<file path="config.mk">
export PLATFORM = sky130hd
export DESIGN_NAME = cpu_control_fsm_flat
export DESIGN_NICKNAME = d
export VERILOG_FILES = /design/src/rtl/cpu_control_fsm_pkg.sv /design/src/rtl/cpu_control_fsm_if.sv /design/src/rtl/cpu_control_fsm_decode.sv /design/src/rtl/cpu_control_fsm.sv /design/src/flat_wrapper.sv
export SDC_FILE = /design/constraint.sdc
export NUM_CORES = 1
export LEC_CHECK = 0
export CAP_MARGIN = 10
export CORE_ASPECT_RATIO = 1.25
export CORE_MARGIN = 4
export CORE_UTILIZATION = 46
export DETAILED_ROUTE_END_ITERATION = 16
export GPL_TIMING_DRIVEN = 0
export PLACE_DENSITY = 0.87
export SYNTH_ARGS = -nofsm -noshare
export SYNTH_HDL_FRONTEND = slang
export SYNTH_SLANG_ARGS = --single-unit
</file>
<file path="constraint.sdc">
create_clock -name clk -period 8.05 [get_ports clk]
set_clock_uncertainty 0.15 [all_clocks]
set_input_delay 1.61 -clock clk [delete_from_list [all_inputs] [get_ports clk]]
set_output_delay 1.61 -clock clk [all_outputs]
set_load 0.02 [all_outputs]
</file>
<file path="src/rtl/cpu_control_fsm_pkg.sv">
// Shared encodings for the CR16-subset control unit: states, instruction classes, op/ext codes, flags.
// Condition-code evaluation lives here so the decoder and the FSM agree on one definition.
package cpu_control_fsm_pkg;

    typedef enum logic [2:0] {
        ST_FETCH   = 3'd0,
        ST_DECODE  = 3'd1,
        ST_EXEC    = 3'd2,
        ST_LOAD_WB = 3'd3,
        ST_HALT    = 3'd4
    } state_t;

    typedef enum logic [2:0] {
        CL_NOP   = 3'd0,
        CL_ALU   = 3'd1,
        CL_LOAD  = 3'd2,
        CL_STOR  = 3'd3,
        CL_BCOND = 3'd4,
        CL_WAIT  = 3'd5
    } iclass_t;

    localparam logic [3:0] OP_RTYPE  = 4'h0;
    localparam logic [3:0] OP_RTYPE2 = 4'h8;
    localparam logic [3:0] OP_ADDI   = 4'h5;
    localparam logic [3:0] OP_SUBI   = 4'h9;
    localparam logic [3:0] OP_CMPI   = 4'hB;
    localparam logic [3:0] OP_MEM    = 4'h4;
    localparam logic [3:0] OP_BCOND  = 4'hC;
    localparam logic [3:0] OP_LUI    = 4'hF;

    localparam logic [3:0] EXT_ADD  = 4'h5;
    localparam logic [3:0] EXT_SUB  = 4'h9;
    localparam logic [3:0] EXT_CMP  = 4'hB;
    localparam logic [3:0] EXT_LOAD = 4'h0;
    localparam logic [3:0] EXT_STOR = 4'h4;
    localparam logic [3:0] EXT_WAIT = 4'h8;

    // Field order matches the ALU flag bus: [4]N [3]Z [2]F [1]L [0]C.
    typedef struct packed {
        logic n;
        logic z;
        logic f;
        logic l;
        logic c;
    } flags_t;

    function automatic logic cond_met(input logic [3:0] cond, input flags_t fl);
        logic r;
        case (cond)
            4'h0:    r = fl.z;
            4'h1:    r = !fl.z;
            4'h2:    r = fl.c;
            4'h3:    r = !fl.c;
            4'h4:    r = fl.l;
            4'h5:    r = !fl.l;
            4'h6:    r = fl.n;
            4'h7:    r = !fl.n;
            4'h8:    r = fl.f;
            4'h9:    r = !fl.f;
            4'hA:    r = !fl.l && !fl.z;
            4'hB:    r = fl.l || fl.z;
            4'hC:    r = !fl.n && !fl.z;
            4'hD:    r = fl.n || fl.z;
            4'hE:    r = 1'b1;
            default: r = 1'b0;
        endcase
        return r;
    endfunction

endpackage

</file>
<file path="src/rtl/cpu_control_fsm_if.sv">
// Control/status bundle between the control FSM (master) and the datapath (slave).
// Carries RAM read data and ALU flags in, every datapath control out.
interface cpu_control_fsm_if;
    logic [15:0] ram_out;
    logic [4:0]  Flags_out;
    logic [15:0] wEnable;
    logic [7:0]  opcode;
    logic [3:0]  Rdest_select;
    logic [3:0]  Rsrc_select;
    logic [15:0] Imm_in;
    logic        Imm_select;
    logic        ram_we;
    logic        en_a;
    logic        lsc_mux_selct;
    logic        fsm_alu_mem_selct;
    logic        pc_en;
    logic        pc_mux_selct;
    logic [15:0] pc_add_k;
    logic        halted;

    modport master (
        input  ram_out, Flags_out,
        output wEnable, opcode, Rdest_select, Rsrc_select, Imm_in, Imm_select,
               ram_we, en_a, lsc_mux_selct, fsm_alu_mem_selct,
               pc_en, pc_mux_selct, pc_add_k, halted
    );

    modport slave (
        output ram_out, Flags_out,
        input  wEnable, opcode, Rdest_select, Rsrc_select, Imm_in, Imm_select,
               ram_we, en_a, lsc_mux_selct, fsm_alu_mem_selct,
               pc_en, pc_mux_selct, pc_add_k, halted
    );
endinterface

</file>
<file path="src/rtl/cpu_control_fsm_decode.sv">
// Instruction decoder: ir -> class, ALU opcode, extended immediate, register/flag write enables.
// Purely combinational, zero latency, no flow control.
module cpu_control_fsm_decode
    import cpu_control_fsm_pkg::*;
(
    input  logic [15:0] ir,
    output iclass_t     iclass,
    output logic [7:0]  alu_op,
    output logic [15:0] imm,
    output logic        imm_sel,
    output logic        reg_wr,
    output logic        flag_wr
);
    logic [3:0] op;
    logic [3:0] ext;
    logic [7:0] imm8;

    assign op   = ir[15:12];
    assign ext  = ir[7:4];
    assign imm8 = ir[7:0];

    always_comb begin
        iclass  = CL_NOP;
        alu_op  = 8'h00;
        imm     = 16'h0000;
        imm_sel = 1'b0;
        reg_wr  = 1'b0;
        flag_wr = 1'b0;
        // An all-zero word is an R-type encoding but is reserved as the NOP.
        if (ir != 16'h0000) begin
            case (op)
                OP_RTYPE, OP_RTYPE2: begin
                    iclass  = CL_ALU;
                    alu_op  = {op, ext};
                    reg_wr  = (ext != EXT_CMP);
                    flag_wr = (ext == EXT_ADD) || (ext == EXT_SUB) || (ext == EXT_CMP);
                end
                4'h1, 4'h2, 4'h3, OP_ADDI, OP_SUBI, OP_CMPI, 4'hD, OP_LUI: begin
                    iclass  = CL_ALU;
                    alu_op  = {op, 4'h0};
                    imm_sel = 1'b1;
                    reg_wr  = (op != OP_CMPI);
                    flag_wr = (op == OP_ADDI) || (op == OP_SUBI) || (op == OP_CMPI);
                    if (op == OP_LUI)
                        imm = {imm8, 8'h00};
                    else if ((op == OP_ADDI) || (op == OP_SUBI) || (op == OP_CMPI))
                        imm = {{8{imm8[7]}}, imm8};
                    else
                        imm = {8'h00, imm8};
                end
                OP_MEM: begin
                    case (ext)
                        EXT_LOAD: iclass = CL_LOAD;
                        EXT_STOR: iclass = CL_STOR;
                        EXT_WAIT: iclass = CL_WAIT;
                        default:  iclass = CL_NOP;
                    endcase
                end
                OP_BCOND: iclass = CL_BCOND;
                default:  iclass = CL_NOP;
            endcase
        end
    end
endmodule

</file>
<file path="src/rtl/cpu_control_fsm.sv">
// Multi-cycle fetch/decode/execute sequencer: ALU ops, STOR and branches take 3 cycles, LOAD 4.
// Outputs are Moore plus IR and are forced to zero while reset is high; WAIT parks in HALT until reset.
module cpu_control_fsm
    import cpu_control_fsm_pkg::*;
(
    input  logic                  clk,
    input  logic                  reset,
    cpu_control_fsm_if.master     bus
);
    state_t      state_q;
    logic [15:0] ir_q;
    flags_t      flags_q;

    iclass_t     iclass;
    logic [7:0]  alu_op;
    logic [15:0] imm;
    logic        imm_sel;
    logic        reg_wr;
    logic        flag_wr;
    logic [3:0]  rdest;
    logic [3:0]  rsrc;
    logic [15:0] rdest_onehot;
    logic        taken;

    cpu_control_fsm_decode u_decode (
        .ir      (ir_q),
        .iclass  (iclass),
        .alu_op  (alu_op),
        .imm     (imm),
        .imm_sel (imm_sel),
        .reg_wr  (reg_wr),
        .flag_wr (flag_wr)
    );

    assign rdest        = ir_q[11:8];
    assign rsrc         = ir_q[3:0];
    assign rdest_onehot = 16'd1 << rdest;
    assign taken        = cond_met(ir_q[11:8], flags_q);

    always_ff @(posedge clk) begin
        if (reset) begin
            state_q <= ST_FETCH;
            ir_q    <= 16'h0000;
            flags_q <= '0;
        end else begin
            unique case (state_q)
                ST_FETCH:  state_q <= ST_DECODE;
                ST_DECODE: begin
                    ir_q    <= bus.ram_out;
                    state_q <= ST_EXEC;
                end
                ST_EXEC: begin
                    if (flag_wr)
                        flags_q <= flags_t'(bus.Flags_out);
                    if (iclass == CL_LOAD)
                        state_q <= ST_LOAD_WB;
                    else if (iclass == CL_WAIT)
                        state_q <= ST_HALT;
                    else
                        state_q <= ST_FETCH;
                end
                ST_LOAD_WB: state_q <= ST_FETCH;
                ST_HALT:    state_q <= ST_HALT;
                default:    state_q <= ST_FETCH;
            endcase
        end
    end

    always_comb begin
        bus.wEnable           = 16'h0000;
        bus.opcode            = 8'h00;
        bus.Rdest_select      = 4'h0;
        bus.Rsrc_select       = 4'h0;
        bus.Imm_in            = 16'h0000;
        bus.Imm_select        = 1'b0;
        bus.ram_we            = 1'b0;
        bus.en_a              = 1'b0;
        bus.lsc_mux_selct     = 1'b0;
        bus.fsm_alu_mem_selct = 1'b0;
        bus.pc_en             = 1'b0;
        bus.pc_mux_selct      = 1'b0;
        bus.pc_add_k          = 16'h0000;
        bus.halted            = 1'b0;
        // Gating on reset keeps an aborted instruction from writing in the reset cycle.
        if (!reset) begin
            unique case (state_q)
                ST_FETCH, ST_DECODE: bus.en_a = 1'b1;
                ST_EXEC: begin
                    case (iclass)
                        CL_ALU: begin
                            bus.opcode       = alu_op;
                            bus.Imm_in       = imm;
                            bus.Imm_select   = imm_sel;
                            bus.Rdest_select = rdest;
                            bus.Rsrc_select  = rsrc;
                            bus.wEnable      = reg_wr ? rdest_onehot : 16'h0000;
                            bus.pc_en        = 1'b1;
                        end
                        CL_LOAD: begin
                            bus.Rsrc_select   = rsrc;
                            bus.lsc_mux_selct = 1'b1;
                            bus.en_a          = 1'b1;
                        end
                        CL_STOR: begin
                            bus.Rsrc_select   = rsrc;
                            bus.Rdest_select  = rdest;
                            bus.lsc_mux_selct = 1'b1;
                            bus.en_a          = 1'b1;
                            bus.ram_we        = 1'b1;
                            bus.pc_en         = 1'b1;
                        end
                        CL_BCOND: begin
                            bus.pc_en = 1'b1;
                            if (taken) begin
                                bus.pc_mux_selct = 1'b1;
                                bus.pc_add_k     = {{8{ir_q[7]}}, ir_q[7:0]};
                            end
                        end
                        CL_WAIT: bus.pc_en = 1'b0;
                        default: bus.pc_en = 1'b1;
                    endcase
                end
                ST_LOAD_WB: begin
                    bus.Rdest_select      = rdest;
                    bus.fsm_alu_mem_selct = 1'b1;
                    bus.wEnable           = rdest_onehot;
                    bus.pc_en             = 1'b1;
                end
                ST_HALT: bus.halted = 1'b1;
                default: bus.halted = 1'b0;
            endcase
        end
    end
endmodule

</file>
<file path="src/flat_wrapper.sv">
// flat-port wrapper written by rule: the top's interface ports become plain ports
module cpu_control_fsm_flat import cpu_control_fsm_pkg::*;
  (clk, reset, bus_ram_out, bus_Flags_out, bus_wEnable, bus_opcode, bus_Rdest_select, bus_Rsrc_select, bus_Imm_in, bus_Imm_select, bus_ram_we, bus_en_a, bus_lsc_mux_selct, bus_fsm_alu_mem_selct, bus_pc_en, bus_pc_mux_selct, bus_pc_add_k, bus_halted);
  cpu_control_fsm_if bus_i ();
  input  logic clk;
  input  logic reset;
  input wire logic [$bits(bus_i.ram_out)-1:0] bus_ram_out;
  input wire logic [$bits(bus_i.Flags_out)-1:0] bus_Flags_out;
  output wire logic [$bits(bus_i.wEnable)-1:0] bus_wEnable;
  output wire logic [$bits(bus_i.opcode)-1:0] bus_opcode;
  output wire logic [$bits(bus_i.Rdest_select)-1:0] bus_Rdest_select;
  output wire logic [$bits(bus_i.Rsrc_select)-1:0] bus_Rsrc_select;
  output wire logic [$bits(bus_i.Imm_in)-1:0] bus_Imm_in;
  output wire logic [$bits(bus_i.Imm_select)-1:0] bus_Imm_select;
  output wire logic [$bits(bus_i.ram_we)-1:0] bus_ram_we;
  output wire logic [$bits(bus_i.en_a)-1:0] bus_en_a;
  output wire logic [$bits(bus_i.lsc_mux_selct)-1:0] bus_lsc_mux_selct;
  output wire logic [$bits(bus_i.fsm_alu_mem_selct)-1:0] bus_fsm_alu_mem_selct;
  output wire logic [$bits(bus_i.pc_en)-1:0] bus_pc_en;
  output wire logic [$bits(bus_i.pc_mux_selct)-1:0] bus_pc_mux_selct;
  output wire logic [$bits(bus_i.pc_add_k)-1:0] bus_pc_add_k;
  output wire logic [$bits(bus_i.halted)-1:0] bus_halted;
  assign bus_i.ram_out = bus_ram_out;
  assign bus_i.Flags_out = bus_Flags_out;
  assign bus_wEnable = bus_i.wEnable;
  assign bus_opcode = bus_i.opcode;
  assign bus_Rdest_select = bus_i.Rdest_select;
  assign bus_Rsrc_select = bus_i.Rsrc_select;
  assign bus_Imm_in = bus_i.Imm_in;
  assign bus_Imm_select = bus_i.Imm_select;
  assign bus_ram_we = bus_i.ram_we;
  assign bus_en_a = bus_i.en_a;
  assign bus_lsc_mux_selct = bus_i.lsc_mux_selct;
  assign bus_fsm_alu_mem_selct = bus_i.fsm_alu_mem_selct;
  assign bus_pc_en = bus_i.pc_en;
  assign bus_pc_mux_selct = bus_i.pc_mux_selct;
  assign bus_pc_add_k = bus_i.pc_add_k;
  assign bus_halted = bus_i.halted;
  cpu_control_fsm u_core (.clk(clk), .reset(reset), .bus(bus_i));
endmodule
</file>
==> summary.md <==
| Metric | Value |
|---|---|
| Status | `finished clean` |
| Hold buffers post-CTS | `0` |
| Vias in the first global route | `2356` |
| Sw Pwr | `0.108 mW` |
| Synth top area share | `0.225` |
| Die Width | `68.9 um` |
| Final min period | `6560 ps` |
| HPWL after DPL | `5.40 mm` |
| Syn Inst Count | `290` |
| Power share of the sequential group | `0.429` |
| Synth unique cells | `62` |
| Final core occ | `0.715` |
| Comb power frac | `0.339` |
| Fill cell count | `384` |
| Vias/cell | `between 5 and 6` |
| Syn Nets | `about 310` |
| Hold Path Class | `flop to flop` |
| Clock Latency Late Sink | `270 ps` |
| Finished Layout Cells | `445` |
| Relative slew slack | `0.290` |
| Met2 Use GR | `0.385` |
| I/O pins | `95` |
| Clock buffer depth | `2` |
| Core area | `between 4000 and 5000 um^2` |
| Placed cell count | `approximately 440` |
| Critical Path End Type | `output pin` |
| Max-cap violation count | `0` |
| Largest net degree at the start of global routing | `13` |
| Reg clk slew, reported paths | `80 ps` |
| Unrepaired setup endpoints after global routing | `no` |
| Setup violators final | `0` |
| Die height | `84.2 um` |
| Seq/Total Area, Yosys | `0.225` |
| Mapped Avg Cell Area | `7.36 um^2` |
| CTS tree | `built` |
| Routed vias | `between 2000 and 3000` |
| FF+latch count, synth | `24` |
| Routed length per instance | `15.5 um` |
| Most numerous cell in the Yosys netlist | `nand2_1` |
| Pwr Density | `96.6 nW/um^2` |
| Starting density of the core | `0.479` |
| Setup Slack @ Placement | `1450 ps` |
| Share of layout cells above drive strength 1 | `0.103` |
| Post-cts resize count | `0` |
| Global routing usage on met3 | `0.0415` |
| Antenna cells | `0` |
| Slowest stage delay, CP | `860 ps` |
| CP startpoint kind | `primary input` |
| Cell Chain, Critical Path | `clkdlybuf4s50_1 > nor4b_4 > o211ai_1 > nand4bb_1 > buf_2 > a311oi_1 > buf_4 > clkdlybuf4s50_1` |
| Nets | `412` |
| Setup bufs post-CTS | `0` |
| Max Freq | `152 MHz` |
| Met1 Track Usage GR | `0.297` |
| Ys async rst share | `0` |
| CP most frequent cell | `clkdlybuf4s50_1` |
| Area growth syn-to-layout | `49.4%` |
| Worst slew pin tran | `roughly 1100 ps` |
| EDFF count, synth | `0` |
| Delay-heaviest family, CP | `buffers and inverters` |
| Routed Antenna Nets | `0` |
| Antenna violations before repair | `0` |
| Final Wtd Congestion | `0.877` |
| Max-slew violation count | `0` |
| CTS Sinks | `24` |
| GRT Max-Usage Layer | `met2` |
| Total power draw | `0.308 mW` |
| First-pass GRT wire length | `10.7 mm` |
| CP Data Arrival Time | `4800 ps` |
| GRT Total Usage | `0.233` |
| Final WL | `6.89 mm` |
| CTS root buf | `clkbuf_8` |
| H-tree depth | `1` |
| Die area | `5800 um^2` |
| Pre-Repair DR Iteration Count | `4` |
| Final hold violation count | `0` |
| WP data required | `6290 ps` |
| Buf/Inv on CP | `4` |
| Top cells by area, synth | `dfxtp_1, nand2_1, nor3_1` |
| Pint | `0.201 mW` |
| Grt total ovfl | `0` |
| VDD IR-drop max | `0.000108 V` |
| Kind of critical path | `primary input to output pin` |
| IO buf count | `94` |
| Most area-hungry cell type in the Yosys netlist | `dfxtp_1` |
| DRC viols | `0` |
| Net Sw Frac | `0.350` |
| Top FF cell, synth | `dfxtp_1` |
| TritonCTS buffer count | `3` |
| CP max FO | `9` |
| Leak | `1.04 nW` |
| Period utilization | `0.815` |
| Clock Power Share | `0.232` |
| Row cnt | `27` |
| Synth cell count leaders | `nand2_1, nor3_1, dfxtp_1` |
| Starting DRT DRC Count | `135` |
| Post-Synthesis Cell Area | `2140 um^2` |
| CP max stage cell | `a311oi_1` |
| Yosys warns | `0` |
| Setup TNS | `0 ps` |
| Worst setup margin | `1490 ps` |
## stage by stage
step | hold WS [ps] | cell area (um^2)
floorplan | 307 | 2140
detailed placement | 344 | 3150
CTS | 355 | 3190
global route | 393 | 3190
finish | 352 | 3190
global placement | 328 | 3150
## cells by family after synthesis
kind of cell | synth area share
AOI/OAI and AO/OA | 0.260
buffers and inverters | 0.122
xor gates and xnor gates | 0.00410
and+or+nand+nor | 0.360
muxes | 0.0287
DFF | 0.225
## placed cells by master, fill, tap and decap left out, types with 2 or more instances in the layout
cell type        instances
clkbuf_1                 9
a31oi_1                  2
clkbuf_8                 4
nor4_1                   3
nand4_1                  3
a211oi_1                 9
nand3_1                  3
mux2i_1                  5
a21oi_1                 20
a311oi_1                 8
o21ai_0                  4
nor2b_1                  2
and3_1                   7
clkdlybuf4s50_1         94
or3_1                    2
and2_1                   9
dfxtp_1                 24
o21a_1                   9
o2bb2ai_1                2
buf_4                    8
buf_1                    2
nor3_1                  25
nor3b_1                  3
a21boi_0                 3
or2_2                    5
inv_1                   14
buf_2                    6
buf_6                    3
nand2b_1                16
nand2_1                 42
clkbuf_2                 2
nor2_1                   8
## power groups by stage
| stage | Sequential, mW | Clock (mW) | Combinational (mW) |
|---|---|---|---|
| detailed placement | 0.135 | 0 | 0.103 |
| finish | 0.132 | 0.0715 | 0.105 |
| floorplan | 0.132 | 0 | 0.0703 |
| global placement | 0.134 | 0 | 0.0998 |
| global route | 0.133 | 0.0772 | 0.113 |
| CTS | 0.132 | 0.0722 | 0.103 |
## worst register-to-register path: stages, from the launching register on
cell and delay (ps):
dfxtp_1 330, buf_12 140, nor3b_1 580, nand4_1 390, a2111oi_1 450
## per-layer routing
metal  vias to the layer above  part of all wire
met1                      1172              0.42
met4                         0             0.013
met2                       135              0.47
met5                         -                 0
met3                         9             0.097
li1                       1227                 -
## worst paths after layout
kind	cells after the start	end	slack, ps	start
max reg2reg	4	u_core.state_q[0]	5910	u_core.ir_q[12]
min reg2reg	2	u_core.flags_q[2]	350	u_core.flags_q[2]
max	8	bus_pc_add_k[9]	1490	reset
min	2	u_core.flags_q[2]	350	u_core.flags_q[2]
## sequential cells by signal, indices dropped and copies added, names as in the netlist
register        flops
u_core.ir_q        16
u_core.flags_q      5
u_core.state_q      3
## final cells by class
class                      instances  area, um^2  area share
tap                               58        72.6      0.0227
clock buffer                       3        41.3      0.0129
sequential                        24         480       0.151
timing repair buffer              94         941       0.295
inverter                          14        52.6      0.0165
multi-input combinational        220        1390       0.437
buffer                            32         209      0.0655
(Power assumes the default switching activity.)
